--- src/rtl/ifu_fetch.sv ---
// Instruction fetch unit: single-outstanding instruction bus master feeding a
// two-entry (out register + skid) buffer toward IF/ID, with redirect kill.
module ifu_fetch #(
  parameter int                    PC_WIDTH   = 32,
  parameter int                    INST_WIDTH = 32,
  parameter logic [INST_WIDTH-1:0] NOP_INST   = 32'h00000013
) (
  input  logic                  clk,
  input  logic                  rst_n,
  input  logic [PC_WIDTH-1:0]   i_pc,
  input  logic                  i_flush,
  input  logic                  i_stall,
  output logic                  o_stall_req,
  output logic                  o_ibus_req,
  output logic [PC_WIDTH-1:0]   o_ibus_addr,
  input  logic                  i_ibus_gnt,
  input  logic                  i_ibus_rvalid,
  input  logic [INST_WIDTH-1:0] i_ibus_rdata,
  input  logic                  i_ibus_err,
  output logic                  o_inst_valid,
  output logic [INST_WIDTH-1:0] o_inst,
  output logic [PC_WIDTH-1:0]   o_inst_pc,
  output logic                  o_inst_err
);

  typedef enum logic [1:0] {
    ST_EMPTY = 2'd0,
    ST_BUSY  = 2'd1,
    ST_DROP  = 2'd2
  } state_t;

  state_t                  state_r;
  state_t                  state_next_s;
  logic [PC_WIDTH-1:0]     pend_pc_r;

  logic                    out_valid_r;
  logic [INST_WIDTH-1:0]   out_inst_r;
  logic [PC_WIDTH-1:0]     out_pc_r;
  logic                    out_err_r;
  logic                    skid_valid_r;
  logic [INST_WIDTH-1:0]   skid_inst_r;
  logic [PC_WIDTH-1:0]     skid_pc_r;
  logic                    skid_err_r;

  logic                    pop_s;
  logic                    cap_s;
  logic                    issue_s;
  logic                    fire_s;
  logic [1:0]              cnt_next_s;
  logic [INST_WIDTH-1:0]   cap_inst_s;

  // Issue / capture decode and in-flight tracking next state
  always_comb begin
    state_next_s = state_r;
    pop_s        = out_valid_r & ~i_stall;
    cap_s        = (state_r == ST_BUSY) & i_ibus_rvalid & ~i_flush;
    cap_inst_s   = i_ibus_err ? NOP_INST : i_ibus_rdata;
    // Occupancy after this cycle; an issue is only allowed if the reply will fit.
    cnt_next_s   = {1'b0, out_valid_r} + {1'b0, skid_valid_r}
                 - {1'b0, pop_s} + {1'b0, cap_s};
    issue_s      = rst_n & ~i_flush
                 & ((state_r == ST_EMPTY) | ((state_r == ST_BUSY) & i_ibus_rvalid))
                 & (cnt_next_s <= 2'd1);
    fire_s       = issue_s & i_ibus_gnt;
    case (state_r)
      ST_EMPTY: begin
        if (fire_s) state_next_s = ST_BUSY;
        else        state_next_s = ST_EMPTY;
      end
      ST_BUSY: begin
        if (i_ibus_rvalid)  state_next_s = fire_s ? ST_BUSY : ST_EMPTY;
        else if (i_flush)   state_next_s = ST_DROP;
        else                state_next_s = ST_BUSY;
      end
      ST_DROP: begin
        if (i_ibus_rvalid) state_next_s = ST_EMPTY;
        else               state_next_s = ST_DROP;
      end
      default: state_next_s = ST_EMPTY;
    endcase
  end

  // In-flight state register
  always_ff @(posedge clk) begin
    if (!rst_n) state_r <= ST_EMPTY;
    else        state_r <= state_next_s;
  end

  // PC of the outstanding fetch, latched at grant
  always_ff @(posedge clk) begin
    if (!rst_n)      pend_pc_r <= {PC_WIDTH{1'b0}};
    else if (fire_s) pend_pc_r <= i_pc;
    else             pend_pc_r <= pend_pc_r;
  end

  // Out register + skid buffer; flush beats capture and pop
  always_ff @(posedge clk) begin
    if (!rst_n) begin
      out_valid_r  <= 1'b0;
      out_inst_r   <= NOP_INST;
      out_pc_r     <= {PC_WIDTH{1'b0}};
      out_err_r    <= 1'b0;
      skid_valid_r <= 1'b0;
      skid_inst_r  <= NOP_INST;
      skid_pc_r    <= {PC_WIDTH{1'b0}};
      skid_err_r   <= 1'b0;
    end else if (i_flush) begin
      out_valid_r  <= 1'b0;
      out_inst_r   <= NOP_INST;
      out_err_r    <= 1'b0;
      skid_valid_r <= 1'b0;
    end else if (pop_s) begin
      if (skid_valid_r) begin
        out_valid_r <= 1'b1;
        out_inst_r  <= skid_inst_r;
        out_pc_r    <= skid_pc_r;
        out_err_r   <= skid_err_r;
        if (cap_s) begin
          skid_inst_r <= cap_inst_s;
          skid_pc_r   <= pend_pc_r;
          skid_err_r  <= i_ibus_err;
        end else begin
          skid_valid_r <= 1'b0;
        end
      end else if (cap_s) begin
        out_valid_r <= 1'b1;
        out_inst_r  <= cap_inst_s;
        out_pc_r    <= pend_pc_r;
        out_err_r   <= i_ibus_err;
      end else begin
        out_valid_r <= 1'b0;
        out_inst_r  <= NOP_INST;
        out_err_r   <= 1'b0;
      end
    end else if (cap_s) begin
      if (!out_valid_r) begin
        out_valid_r <= 1'b1;
        out_inst_r  <= cap_inst_s;
        out_pc_r    <= pend_pc_r;
        out_err_r   <= i_ibus_err;
      end else begin
        skid_valid_r <= 1'b1;
        skid_inst_r  <= cap_inst_s;
        skid_pc_r    <= pend_pc_r;
        skid_err_r   <= i_ibus_err;
      end
    end else begin
      out_valid_r <= out_valid_r;
    end
  end

  assign o_ibus_req   = issue_s;
  assign o_ibus_addr  = i_pc;
  assign o_stall_req  = ~rst_n | (~fire_s & ~i_flush);
  assign o_inst_valid = out_valid_r;
  assign o_inst       = out_inst_r;
  assign o_inst_pc    = out_pc_r;
  assign o_inst_err   = out_err_r;

endmodule

--- config.mk ---
export PLATFORM = sky130hd
export DESIGN_NAME = ifu_fetch
export DESIGN_NICKNAME = d
export VERILOG_FILES = /design/src/rtl/ifu_fetch.sv
export SDC_FILE = /design/constraint.sdc
export NUM_CORES = 1
export LEC_CHECK = 0
export BUFFER_PORTS_ARGS = -buffer_cell sky130_fd_sc_hd__clkbuf_2
export CAP_MARGIN = 20
export CORE_MARGIN = 5
export CORE_UTILIZATION = 55
export DETAILED_ROUTE_END_ITERATION = 16
export HOLD_SLACK_MARGIN = 0.02
export PLACE_DENSITY = 0.8
export SKIP_CTS_REPAIR_TIMING = 1
export SLEW_MARGIN = 10
export SYNTH_ARGS = -nofsm -noshare
export SYNTH_HDL_FRONTEND = slang
export SYNTH_SLANG_ARGS = --single-unit
--- constraint.sdc ---
create_clock -name clk -period 4 [get_ports clk]
set_input_delay 0.6 -clock clk [delete_from_list [all_inputs] [get_ports clk]]
set_output_delay 0.6 -clock clk [all_outputs]
set_load 0.01 [all_outputs]
## After elaboration in Yosys (flattened, before gate mapping)

Index checks and enable logic that the tools add are counted.

| storage, ports and cells | value |
|---|---|
| bits of input ports | 71 |
| register bits after elaboration | 166 |
| output and inout port bits | 100 |

| operators by class | value |
|---|---|
| eq/ne operators | 4 |
| $add $sub $neg | 3 |
| bitwise logic cells | 14 |
| mux-type cells | 43 |
| order comparisons | 1 |
| reduce and logical (&&, ||, !) cells | 9 |

Operators with widths:

| operator | number |
|---|---|
| 32-bit two-way mux | 20 |
| 1-bit two-way mux | 19 |
| 1-bit bitwise AND | 8 |
| 4-bit AND reduction | 2 |
| 2-bit two-way mux | 3 |
| 2-bit case mux with 3 select lines | 1 |
| 2-bit nonzero test | 3 |
| 1-bit NOT | 4 |
| 2-bit AND reduction | 2 |
| 1-bit by 1-bit adder with 2-bit output | 1 |
| 2-bit by 1-bit adder with 2-bit output | 1 |
| 2-bit by 1-bit equality test with 1-bit output, second input constant | 1 |
| 2-bit equality test, second input constant | 1 |
| 2-bit by 1-bit less-or-equal comparator with 1-bit output, second input constant | 1 |
| 2-bit zero test | 1 |
| 2-bit by 1-bit != test with 1-bit output, second input constant | 1 |
| 2-bit != test, second input constant | 1 |
| 1-bit OR | 2 |
| 2-bit OR reduction | 1 |
| 2-bit by 1-bit subtractor with 2-bit output | 1 |

## Depth between registers and ports, before layout

| logic depth | value |
|---|---|
| depth in word-level cells | 10 |
| gate-level depth with buffers | 8 |
| depth with buffers taken out | 7 |

## Least setup slack after synthesis

OpenSTA, ideal clock, no wires.

| path | value |
|---|---|
| path kind | in2out |
| start | in i_stall |
| end | out o_stall_req |
| setup slack | 1.304 ns |
| arrival | 2.096 ns |
| buffers on the path | 0 |
| cell stages on the path | 7 |
| cell sequence | nand2b_1 -> inv_1 -> ha_1 -> inv_1 -> maj3_2 -> mux2_2 -> o21ai_0 |

| on the way | value |
|---|---|
| longest elaborated chain between the ends | 10 |

RTL lines:

| element | RTL line | RTL |
|---|---|---|
| from (decl) | 12 | `input logic i_stall,` |
| 1-bit NOT | 55 | `pop_s = out_valid_r & ~i_stall;` |
| 1-bit bitwise AND | 55 |  |
| 2-bit by 1-bit subtractor with 2-bit output | 60 | `- {1'b0, pop_s} + {1'b0, cap_s};` |
| 2-bit by 1-bit adder with 2-bit output | 60 |  |
| 2-bit by 1-bit less-or-equal comparator with 1-bit output | 63 | `& (cnt_next_s <= 2'd1);` |
| 1-bit bitwise AND | 63 |  |
| 1-bit bitwise AND | 64 | `fire_s = issue_s & i_ibus_gnt;` |
| 1-bit NOT | 154 | `assign o_stall_req = ~rst_n \| (~fire_s & ~i_flush);` |
| 1-bit bitwise AND | 154 |  |
| 1-bit OR | 154 |  |
| to (decl) | 13 | `output logic o_stall_req,` |

No other way between the ends.

## Worst setup path after layout

| path | value |
|---|---|
| start | reg out_valid_r (netlist: o_inst_valid) |
| end | out o_ibus_req |

| on the way | value |
|---|---|
| longest elaborated chain between the ends | 5 |
| elaborated cells on any way between the ends | 6 |

RTL lines:

| element | RTL line | RTL |
|---|---|---|
| from (decl) | 36 | `logic out_valid_r;` |
| from (signal assigned) | 148 | `out_valid_r <= out_valid_r;` |
| 1-bit by 1-bit adder with 2-bit output / 1-bit bitwise AND (equally long branches) | 59, 55 |  |
| 2-bit by 1-bit subtractor with 2-bit output * | 60 |  |
| 2-bit by 1-bit adder with 2-bit output * | 60 |  |
| 2-bit by 1-bit less-or-equal comparator with 1-bit output * | 63 |  |
| 1-bit bitwise AND * | 63 |  |
| to (decl) | 14 | `output logic o_ibus_req,` |

Mark *: on every way between the ends. The rest lies on a longest branch, timed or not.

==> results.json <==
{
  "cts_htree_levels": 4,
  "track_usage_pct": 23.15,
  "powerDensity_mw_per_mm2": 427.7,
  "syn2layout_area_growth_pct": 18.00,
  "ys_dominant_reg_cell": "dfxtp_1",
  "fin_nets": 1029,
  "cp.required_ps": 3400,
  "netlist_area_sq_mm": 0.006999,
  "relSlewSlack_pct": 43.03,
  "synth_edf_count": 0,
  "fmax_mhz": 315.8,
  "gr-usage-met1_pct": 29.76,
  "drive_gt1_share_pct": 23.43,
  "sw_frac_of_total_pct": 21.44,
  "r2r-start": "o_inst_valid",
  "yosysWarnings": 0,
  "core_sq_mm": 0.01257,
  "cts_sinks": 166,
  "crit_fanout": 6,
  "gp_congestion": 0.7359,
  "internal_power_mw": 2.775,
  "numCtsBuffers": 17,
  "synthCells": 854,
  "ys_async_sr_fraction_pct": 0,
  "drtIter0Drc": 595,
  "cts.reportedPaths.clkPinSlew_ps": 60,
  "cts_tree": "done",
  "arrival_ps": 2570,
  "power.share.clock_pct": 46.8,
  "period_share_pct": 79.17,
  "placed_area_sq_mm": 0.007660,
  "rsz0062_at_grt": "no",
  "ff2ff_setup_slack_ps": 1520,
  "grt_max_degree": 73,
  "start_util_pct": 55.69,
  "outcome": "finished clean",
  "firstDrtPassIters": 5,
  "cp-end-kind": "primary output",
  "wirelength_um": 17370,
  "timing.hold.ws_ps": 400.7,
  "synthDistinctLibCells": 36,
  "clockBufferDepth": 2,
  "die_area_sq_mm": 0.01508,
  "synth_top_cell_by_area": "dfxtp_1",
  "vias": 6190,
  "grt.overflow.total": 0,
  "first_global_vias": 5725,
  "critical_path_class": "flip-flop to primary output",
  "p_comb_share_pct": 5.4,
  "finalSetupViolCount": 0,
  "startpoint_type": "flip-flop",
  "synthTopCellsByArea": "dfxtp_1 47%, nand2_1 12%, a21oi_1 6.9%, mux2i_1 4.6%, a221oi_1 4.1%",
  "die_h_um": 122.8,
  "num_rows": 41,
  "via_per_inst": 5.425,
  "setup_tns_ps": 0,
  "drv_cap": 0,
  "diodes": 0,
  "hp-class": "input port to flip-flop",
  "grt_pass1_wl_um": 27680,
  "cts_root_buf": "clkbuf_16",
  "reg2regPathDepth": 8,
  "busiest_layer": "met2",
  "reg2reg_to": "pend_pc_r[20]",
  "drc": 0,
  "synth.avg_cell_area_sq_um": 8.196,
  "finish.instance_area_sq_mm": 0.008259,
  "postRouteAntennaNets": 0,
  "die_w_um": 122.8,
  "ys_seq_area_share_pct": 47.48,
  "clk_latency_ps": 420,
  "synth_fp_nets": 926,
  "critPathLaunch": "o_inst_valid",
  "synth_top_cell_area_share_pct": 47.48,
  "irDropWorstVdd_uv": 264.4,
  "use_met2_pct": 37.72,
  "final_max_slew_viol_count": 0,
  "p_seq_share_pct": 47.8,
  "ys_seq_elements": 166,
  "antenna_found_initial": 0,
  "use_met3_pct": 4.977,
  "p_sw_uw": 757.3,
  "portBuffers": 170,
  "power_leakage_nw": 3.434,
  "min_period_ps": 3167,
  "fin_worst_skew_ps": 6.867,
  "ios": 171,
  "worstSetupEndpoint": "o_ibus_req",
  "finalHoldViolations": 0,
  "wl_per_cell_um": 15.23,
  "tightestPinTransition_ps": 854.5,
  "place_hpwl_um": 10640
}
==> critical path: stages, from the launching register on <==
cell      delay, ps
dfxtp_1         380
nand2b_1        270
inv_1           130
ha_1            290
inv_1            40
maj3_2          350
xor2_1          160
nor4_1          340
clkbuf_2        200
==> routing by layer <==
| layer | wire, um | vias up |
|---|---|---|
| met3 | 1103 | 37 |
| met2 | 8208 | 238 |
| met5 | 0 | - |
| met1 | 7641 | 2862 |
| li1 | - | 3053 |
| met4 | 419 | 0 |
==> layout make-up <==
type,instances,area [sq um]
clock inverter,9,125.1
inverter,37,140.1
tap,172,215.2
multi-input combinational,550,3005
fill,1118,4309
timing repair buffer,185,975.9
sequential,166,3323
clock buffer,22,474.2
==> Yosys cell counts (4+ instances only) <==
cell,instances
a21oi_1,97
buf_4,34
clkbuf_1,42
nor2_1,34
dfxtp_1,166
buf_2,21
nand2_1,229
nor2b_1,32
nor3_1,31
a311oi_1,32
inv_1,36
a221oi_1,33
mux2i_1,32
nand2b_1,4
==> cells in the final DEF (no fill, tap or decap), types with 2 or more instances in the layout <==
master,synthesis,final
a211o_1,3,3
a21oi_1,97,97
a221oi_1,33,33
a311oi_1,32,32
buf_4,34,14
bufinv_16,0,3
clkbuf_1,42,2
clkbuf_16,0,17
clkbuf_2,0,170
clkbuf_8,0,3
clkinv_2,0,5
clkinvlp_4,0,2
dfxtp_1,166,166
inv_1,36,36
mux2i_1,32,32
nand2_1,229,229
nand2b_1,4,4
nor2_1,34,33
nor2_4,0,2
nor2b_1,32,32
nor3_1,31,31
nor4_1,2,2
o211ai_1,3,3
o21ai_0,2,2
o21ai_2,2,2
==> how the worst min path moves through the flow <==
stage                    start  slack (ps)  cells past startpoint               to
2_1_floorplan       skid_err_r         440                      2       skid_err_r
4_1_cts               i_pc[13]         390                      3    pend_pc_r[13]
5_1_grt               i_pc[10]         400                      3    pend_pc_r[10]
3_5_place_dp   skid_inst_r[15]         450                      2  skid_inst_r[15]
6_report              i_pc[24]         400                      3    pend_pc_r[24]
3_3_place_gp    skid_inst_r[2]         440                      2   skid_inst_r[2]
==> kinds of logic (layout without fill, tap and decap cells) <==
logic type | Yosys count | in the layout | synth area share [%]
and+or+nand+nor | 338 | 338 | 20.56
AOI/OAI and AO/OA | 175 | 175 | 16.52
DFF | 166 | 166 | 47.48
buffers and inverters | 138 | 253 | 9.921
muxes | 34 | 34 | 5.059
adders and majority gates | 2 | 2 | 0.3396
xor gates and xnor gates | 1 | 1 | 0.1252
==> power groups by stage <==
stage | clock [mW] | combinational [mW] | sequential, mW
2_1_floorplan | 0 | 0.130 | 1.72
3_3_place_gp | 0 | 0.188 | 1.73
3_5_place_dp | 0 | 0.191 | 1.73
4_1_cts | 1.67 | 0.192 | 1.69
5_1_grt | 1.75 | 0.211 | 1.69
6_report | 1.65 | 0.191 | 1.69
==> metrics by stage <==
| step | util [%] | total power [mW] | setup WS [ps] | std cells |
|---|---|---|---|---|
| 2_1_floorplan | - | 1.854 | 1304 | 854 |
| 3_3_place_gp | 60.95 | 1.914 | 888.6 | 1110 |
| 3_5_place_dp | 60.95 | 1.917 | 892.8 | 1110 |
| 4_1_cts | 65.71 | 3.555 | 771.1 | 1141 |
| 5_1_grt | 65.71 | 3.649 | 652.3 | 1141 |
| 6_report | 65.71 | 3.533 | 833.2 | 1141 |
==> state kept, by name (all words and copies together), names as in the netlist <==
signal,count
state_r,2
pend_pc_r,32
o_inst_pc,32
skid_pc_r,32
o_inst,32
skid_err_r,1
skid_inst_r,32
skid_valid_r,1
o_inst_err,1
o_inst_valid,1
Power figures use the tool's default switching activity.
